File: src/rtl/stat_update_reporter.sv
// stat_update_reporter
// Watches the per-cycle output of the running second-largest tracker. Each value
// change becomes a {timestamp, value} record in a small FIFO. The FIFO is read by a
// slow consumer through a valid/ready stream.
//
// Optional build macro:
//   UPD_COALESCE_EN - a push into a full FIFO with no pop in the same cycle
//                     overwrites the youngest entry instead of dropping the record.
//                     The consumer therefore always ends up with the latest value.
// In both builds, a lost or overwritten record sets the sticky overflow flag.
//
// Reset: resetn is synchronous and active-low. clr is a synchronous flush.
module stat_update_reporter #(
   parameter int DATA_WIDTH = 32,
   parameter int TS_WIDTH   = 16,
   parameter int DEPTH      = 4
) (
   input  logic                     clk,
   input  logic                     resetn,
   input  logic [DATA_WIDTH-1:0]    stat_in,
   input  logic                     clr,
   output logic                     out_valid,
   input  logic                     out_ready,
   output logic [DATA_WIDTH-1:0]    out_value,
   output logic [TS_WIDTH-1:0]      out_ts,
   output logic                     overflow,
   output logic [$clog2(DEPTH):0]   level
);

   localparam int AW = $clog2(DEPTH);        // FIFO index width
   localparam int PW = AW + 1;               // pointer width incl. wrap bit
   localparam int EW = TS_WIDTH + DATA_WIDTH; // record width {ts, value}

   typedef logic [EW-1:0] entry_t;

   // state
   entry_t                 mem_q [DEPTH];
   entry_t                 mem_d [DEPTH];
   logic [PW-1:0]          wr_ptr_q, wr_ptr_d;
   logic [PW-1:0]          rd_ptr_q, rd_ptr_d;
   logic [TS_WIDTH-1:0]    ts_q, ts_d;
   logic [DATA_WIDTH-1:0]  prev_q, prev_d;
   logic                   overflow_q, overflow_d;
   logic                   out_valid_q, out_valid_d;
   logic [DATA_WIDTH-1:0]  out_value_q, out_value_d;
   logic [TS_WIDTH-1:0]    out_ts_q, out_ts_d;
   logic [PW-1:0]          level_q, level_d;

   // per-cycle decode
   entry_t                 entry_s;
   entry_t                 head_s;
   logic                   change_s;
   logic                   push_s;
   logic                   pop_s;
   logic                   full_s;
`ifdef UPD_COALESCE_EN
   logic [AW-1:0]          last_idx_s;
`endif

   // Build the candidate record and classify this cycle's push/pop/full conditions
   always_comb begin
      entry_s  = {ts_q, stat_in};
      change_s = (stat_in != prev_q);
      push_s   = change_s & ~clr;
      // out_valid_q mirrors "FIFO non-empty", so a pop never happens on empty
      pop_s    = out_valid_q & out_ready & ~clr;
      // Full when the indices match but the wrap bits differ
      full_s   = (wr_ptr_q[AW] != rd_ptr_q[AW]) &&
                 (wr_ptr_q[AW-1:0] == rd_ptr_q[AW-1:0]);
   end

`ifdef UPD_COALESCE_EN
   // Index of the youngest entry, which is the one overwritten when coalescing
   always_comb begin
      last_idx_s = wr_ptr_q[AW-1:0] - AW'(1);
   end
`endif

   // Next-state logic for timestamp, change detector, FIFO and registered outputs
   always_comb begin
      mem_d      = mem_q;
      wr_ptr_d   = wr_ptr_q;
      rd_ptr_d   = rd_ptr_q;
      overflow_d = overflow_q;
      ts_d       = ts_q + TS_WIDTH'(1);
      // prev follows stat_in every cycle, including clr cycles
      prev_d     = stat_in;

      if (clr) begin
         wr_ptr_d   = {PW{1'b0}};
         rd_ptr_d   = {PW{1'b0}};
         overflow_d = 1'b0;
      end else begin
         if (pop_s) begin
            rd_ptr_d = rd_ptr_q + PW'(1);
         end else begin
            rd_ptr_d = rd_ptr_q;
         end

         if (push_s) begin
            if (!full_s || pop_s) begin
               // A pop in the same cycle frees the slot, so the write reuses it
               mem_d[wr_ptr_q[AW-1:0]] = entry_s;
               wr_ptr_d                = wr_ptr_q + PW'(1);
            end else begin
               overflow_d = 1'b1;
`ifdef UPD_COALESCE_EN
               // DEPTH >= 2, so the youngest entry is never the head
               mem_d[last_idx_s] = entry_s;
`else
               // Drop the new record and leave the queued entries unchanged
               wr_ptr_d = wr_ptr_q;
`endif
            end
         end else begin
            wr_ptr_d = wr_ptr_q;
         end
      end

      level_d     = wr_ptr_d - rd_ptr_d;
      out_valid_d = (level_d != {PW{1'b0}});
      head_s      = mem_d[rd_ptr_d[AW-1:0]];
      if (out_valid_d) begin
         out_ts_d    = head_s[EW-1:DATA_WIDTH];
         out_value_d = head_s[DATA_WIDTH-1:0];
      end else begin
         // Contents are don't-care while empty; hold the last values to avoid toggling
         out_ts_d    = out_ts_q;
         out_value_d = out_value_q;
      end
   end

   // State registers with synchronous active-low reset
   always_ff @(posedge clk) begin
      if (!resetn) begin
         for (int i = 0; i < DEPTH; i++) begin
            mem_q[i] <= {EW{1'b0}};
         end
         wr_ptr_q    <= {PW{1'b0}};
         rd_ptr_q    <= {PW{1'b0}};
         ts_q        <= {TS_WIDTH{1'b0}};
         prev_q      <= {DATA_WIDTH{1'b0}};
         overflow_q  <= 1'b0;
         out_valid_q <= 1'b0;
         out_value_q <= {DATA_WIDTH{1'b0}};
         out_ts_q    <= {TS_WIDTH{1'b0}};
         level_q     <= {PW{1'b0}};
      end else begin
         for (int i = 0; i < DEPTH; i++) begin
            mem_q[i] <= mem_d[i];
         end
         wr_ptr_q    <= wr_ptr_d;
         rd_ptr_q    <= rd_ptr_d;
         ts_q        <= ts_d;
         prev_q      <= prev_d;
         overflow_q  <= overflow_d;
         out_valid_q <= out_valid_d;
         out_value_q <= out_value_d;
         out_ts_q    <= out_ts_d;
         level_q     <= level_d;
      end
   end

   assign out_valid = out_valid_q;
   assign out_value = out_value_q;
   assign out_ts    = out_ts_q;
   assign overflow  = overflow_q;
   assign level     = level_q;

endmodule

File: config.mk
export PLATFORM = sky130hd
export DESIGN_NAME = stat_update_reporter
export DESIGN_NICKNAME = d
export VERILOG_FILES = /design/src/rtl/stat_update_reporter.sv
export SDC_FILE = /design/constraint.sdc
export NUM_CORES = 1
export LEC_CHECK = 0
export ABC_AREA = 1
export BUFFER_PORTS_ARGS = -buffer_cell sky130_fd_sc_hd__buf_2
export CORE_AREA = 2 2 172 174
export DETAILED_ROUTE_END_ITERATION = 6
export DIE_AREA = 0 0 174 176
export GPL_ROUTABILITY_DRIVEN = 0
export PLACE_DENSITY = 0.88
export SYNTH_ARGS = -nofsm -noshare
export SYNTH_HDL_FRONTEND = slang
export SYNTH_SLANG_ARGS = --single-unit
File: constraint.sdc
create_clock -name clk -period 4.2 [get_ports clk]
set_input_delay 0 -clock clk [delete_from_list [all_inputs] [get_ports clk]]
set_output_delay 0 -clock clk [all_outputs]
set_load 0.01 [all_outputs]
[Yosys cells after proc, flatten, opt, wreduce, memory -nomap -nowiden]
Index checks and enable logic that the tools add are counted.
Storage, ports and cells
  register bits: 299
  latch bits: 0
  memory bits (writable): 0
  memory bits (read-only): 0
  input bits: 36
  word-level logic and storage cells: 52
  memories: 0
Operators by class
  $add $sub $neg: 4
  multipliers: 0
  divide/modulo/power cells: 0
  order comparisons: 3
  eq/ne operators: 3
  shifts and indexed selects: 0
  muxes and demuxes: 14
  bitwise operators: 8
  reduce and logical (&&, ||, !) cells: 7
Operators by type and width (count)
  $mux W192: 3
  $bwmux W192: 1
  $mux W48: 3
  $bmux W48 S2: 1
  $demux W48 S2: 1
  $ne A32 B32 Y1: 1
  $add A16 B1 Y16 const B: 1
  $mux W3: 5
  $add A3 B1 Y3 const B: 2
  $ge A3 B3 Y1 const B: 2
  $not A2 Y3: 2
  $and A1 B1 Y1: 3
  $lt A3 B1 Y1 const B: 1
  $not A1 Y1: 3
  $reduce_bool A3 Y1: 1
  $sub A3 B3 Y3: 1
  $eq A2 B2 Y1: 1
  $logic_and A1 B1 Y1: 2
  $reduce_and A2 Y1: 1
  $reduce_or A2 Y1: 1
  $logic_not A1 Y1: 1
  $logic_or A1 B1 Y1: 1
  $ne A1 B1 Y1: 1

[Depth between registers and ports, before layout]
  depth in word-level cells: 12
  mapped depth: 25
  gate-level depth less buffers: 21

[Least setup slack after synthesis]
Ideal clock, no wire load.
  path kind: flip-flop to flip-flop
  from: reg prev_q[4]
  to: reg out_value_q[11] (netlist: out_value[11])
  library setup time: 0.112 ns
  arrival: 3.108 ns
  required time: 4.088 ns
  slack: 0.981 ns
  stages on the path, launching flop included: 22
  clock period less this slack: 3.219 ns
  cells stage by stage: dfxtp_1 -> xnor2_1 -> nand2_1 -> nor2_1 -> nand2_1 -> nor2_1 -> nand2_2 -> nand2_1 -> buf_4 -> buf_4 -> nor2_1 -> a21oi_1 -> o21ai_1 -> ha_1 -> fa_1 -> nand2_1 -> inv_1 -> clkbuf_1 -> buf_1 -> nand3_1 -> nand2_1 -> nor2_1
Between the ends
  longest elaborated chain between the ends: 7
  elaborated cells on any way between the ends: 11
  those cells by class: add/sub (1); eq/ne (1); mux (7); bitwise (1); reduce/logical (1)
Ends and longest elaborated chain
  start: declaration: line 42  | logic [DATA_WIDTH-1:0] prev_q, prev_d;
  start signal: assignment: line 142  | prev_q <= {DATA_WIDTH{1'b0}};
  start signal: assignment: line 155  | prev_q <= prev_d;
  $ne A32 B32 Y1 (*): line 63  | change_s = (stat_in != prev_q);
  $and A1 B1 Y1 (*): line 64  | push_s = change_s & ~clr;
  branches (longest 5 deep; another with $sub A3 B3 Y3)
  end signal: assignment: line 145  | out_value_q <= {DATA_WIDTH{1'b0}};
  end signal: assignment: line 158  | out_value_q <= out_value_d;
  end: declaration: line 45  | logic [DATA_WIDTH-1:0] out_value_q, out_value_d;
Mark *: on every way between the ends. The select of a mux whose other input is x is not followed.
A chain may end at the register's enable or synchronous reset.

[Worst setup path after layout]
  from: reg out_valid_q (netlist: out_valid)
  to: reg out_ts_q[2] (netlist: out_ts[2])
Between the ends
  longest elaborated chain between the ends: 9
  elaborated cells on any way between the ends: 17
  those cells by class: add/sub (1); mux (11); bitwise (3); reduce/logical (2)
Ends and longest elaborated chain
  start: declaration: line 44  | logic out_valid_q, out_valid_d;
  start signal: assignment: line 157  | out_valid_q <= out_valid_d;
  $and A1 B1 Y1 (*) (2 in series): line 66  | pop_s = out_valid_q & out_ready & ~clr;
  branches (longest 7 deep; another with $sub A3 B3 Y3)
  end signal: assignment: line 146  | out_ts_q <= {TS_WIDTH{1'b0}};
  end signal: assignment: line 159  | out_ts_q <= out_ts_d;
  end: declaration: line 46  | logic [TS_WIDTH-1:0] out_ts_q, out_ts_d;
Marks and branches as above.

==> results.toml <==
[sta]
max_freq_mhz = 270
setup_viol = 0
hold_viol = 0
fin_crit_sh_pct = 88.2
worst_pin_slew_ns = 1.46
max_slew_margin_pct = 2.65
tns_ns = 0
drv_slew = 0
fin_crit_ns = 3.71
grt_setup_unrepaired = "no"
skew_ns = 0.0139

[outcome]
outcome = "complete, no violations"

[cts]
cts.htree.levels = 2
cts_tree = "yes"
cts_setup_buffers = 0
root_buffer = "clkbuf_16"
holdBufCountCts = 47
ctsResizeCount = 0
clk_latency_ns = 0.51
cts_sinks = 299
tritoncts.num_buffers = 35
clk_pin_slew_ns = 0.06
cts_buffer_depth = 3

[logic_synthesis]
synth_area_per_cell_um2 = 6.04
ys_types = 28
synth_area_um2 = 17700
synth.most_common_cell = "nand2_1"
synth.top_cells.by_count = "nand2_1, nand3_1, o21ai_0, inv_1, dfxtp_1"
async_flop_share_pct = 0
synth_warnings = 0
synthCells = 2932
synth_top_area_share_pct = 33.8
yosysTopAreaCell = "dfxtp_1"
ys_seq_area_share_pct = 33.8
synth_nets = 2976
ys_seq_elements = 299
synth_area_leaders = "dfxtp_1, nand2_1, nand3_1"
synth-edff-count = 0
synth_flop_cell = "dfxtp_1"

[detailed_routing]
viasPerCell = 5.93
postRouteAntennaNets = 0
drc = 0
firstDrtPassIters = 6
first_iter_violations = 2467
routed_wirelength_um = 51300
via_count = 19636
avgRoutedWirePerCell_um = 15.5

[floorplan]
io-pin-count = 89
row_count = 62
design.core.area_um2 = 28500
chipWidth_um = 174
die_h_um = 176
dieArea_um2 = 30600
start_util_pct = 62.0

[placement]
dp.cells = 3205
hpwl_um = 28000
numPortBuffers = 88
placed_area_um2 = 18000

[final_layout]
final_cells = 3310
area_growth_pct = 10.2
drive_above_1_share_pct = 6.08
antennaDiodeCount = 0
fillers = 2458
multiInputGateArea_um2 = 9610
final_cell_area_um2 = 19500
fin_nets = 2949
seq_area_um2 = 5990
final_core_util_pct = 68.3

[critical_path]
cp-start-kind = "flop"
critical_path_class = "flop to flop"
endpoint_kind = "flop"
critPathRequiredTime_ns = 4.63
cp_max_fo = 60
cp_data_arrival_time_ns = 4.14

[global_routing]
grt_antenna_before_repair = 0
grt_pass1_vias = 18816
grt_pass1_wl_um = 84800
grt_max_degree = 206
grt_overflow = 0
track_usage_pct = 32.5

[power_and_ir_drop]
total_power_w = 0.00712
leakage_nw = 7.73
p_per_area_nw_per_um2 = 365
ir_drop_uv = 270

[min_path]
hold_class = "input port to flop"

[job]
maxCapViolCount = 0
-- through the flow --
stage,hold slack [ns],setup slack (ns)
3_5_place_dp,0.285,0.641
4_1_cts,0.303,0.564
3_3_place_gp,0.277,0.854
2_1_floorplan,0.0935,0.981
5_1_grt,0.344,0.226
6_report,0.320,0.494
-- cells in the final DEF, fill, tap and decap left out, types with 2 or more instances in the layout --
cell | Yosys | routed
clkbuf_1 | 128 | 13
buf_4 | 20 | 22
nand3_1 | 534 | 534
nand2_8 | 0 | 2
o21ai_0 | 391 | 391
clkbuf_16 | 0 | 35
inv_1 | 312 | 309
nor3_1 | 5 | 5
ha_2 | 0 | 4
nand3_2 | 2 | 2
buf_2 | 41 | 87
nand2_2 | 2 | 2
dlygate4sd3_1 | 0 | 47
nor2_1 | 131 | 130
nand4_1 | 4 | 4
clkbuf_8 | 0 | 5
clkinv_2 | 0 | 2
a21oi_1 | 206 | 206
xor2_1 | 3 | 3
dfxtp_1 | 299 | 299
ha_1 | 7 | 3
xnor2_1 | 25 | 25
buf_12 | 0 | 6
inv_6 | 0 | 2
nand2_1 | 774 | 771
inv_2 | 3 | 3
-- power by group --
| group | internal (W) | leakage, nW | switching (W) |
|---|---|---|---|
| clock | 0.00169 | 0.513 | 0.00119 |
| combinational | 0.000418 | 4.78 | 0.000773 |
| sequential | 0.00298 | 2.44 | 0.0000716 |
-- cell families after synthesis --
logic type | share of synthesized area [%]
AO/OA/AOI/OAI | 17.1
buffers and inverters | 12.3
adder cells (fa/ha/maj) | 0.608
flip-flops | 33.8
AND/OR/NAND/NOR | 34.8
XOR/XNOR | 1.39
-- layout make-up --
class,count,area share [%]
Sequential cell,299,30.7
Multi-Input combinational cell,2092,49.2
Tap cell,384,2.46
Timing Repair Buffer,162,6.11
Inverter,315,6.12
Clock buffer,53,5.09
Clock inverter,5,0.295
-- critical path, stage by stage, from the launching register on --
cell and delay, ns:
dfxtp_1 0.32, nand2_1 0.13, inv_1 0.11, a21oi_1 0.39
nand2_8 0.29, inv_2 0.17, nor2_1 0.10, a21oi_1 0.15
o21ai_1 0.11, ha_1 0.22, fa_1 0.37, xnor2_1 0.21
nand4_1 0.24, a21oi_4 0.29, buf_4 0.33, nor2_1 0.09
nor2_1 0.12
-- final timing paths --
check | startpoint | endpoint | slack, ns | cells after the start
hold reg to reg | mem_q[125] | mem_q[125] | 0.49 | 2
hold / removal | stat_in[22] | prev_q[22] | 0.32 | 4
setup reg to reg | out_valid | out_ts[2] | 0.49 | 16
setup / recovery | out_valid | out_ts[2] | 0.49 | 16
-- registers in the layout, indices dropped and copies added, names as in the netlist --
signal	flops
mem_q	192
out_value	32
prev_q	32
out_ts	16
ts_q	16
level	3
rd_ptr_q	3
wr_ptr_q	3
out_valid	1
overflow	1
-- per-layer routing --
layer | wire [um] | share of wire (%) | GRT usage [%]
met2 | 24300 | 47 | 57.1
met3 | 5000 | 9.7 | 4.84
met1 | 20400 | 40 | 39.4
met4 | 1630 | 3.2 | 15.2
met5 | 0 | 0 | 0
(Power assumes the default switching activity.)
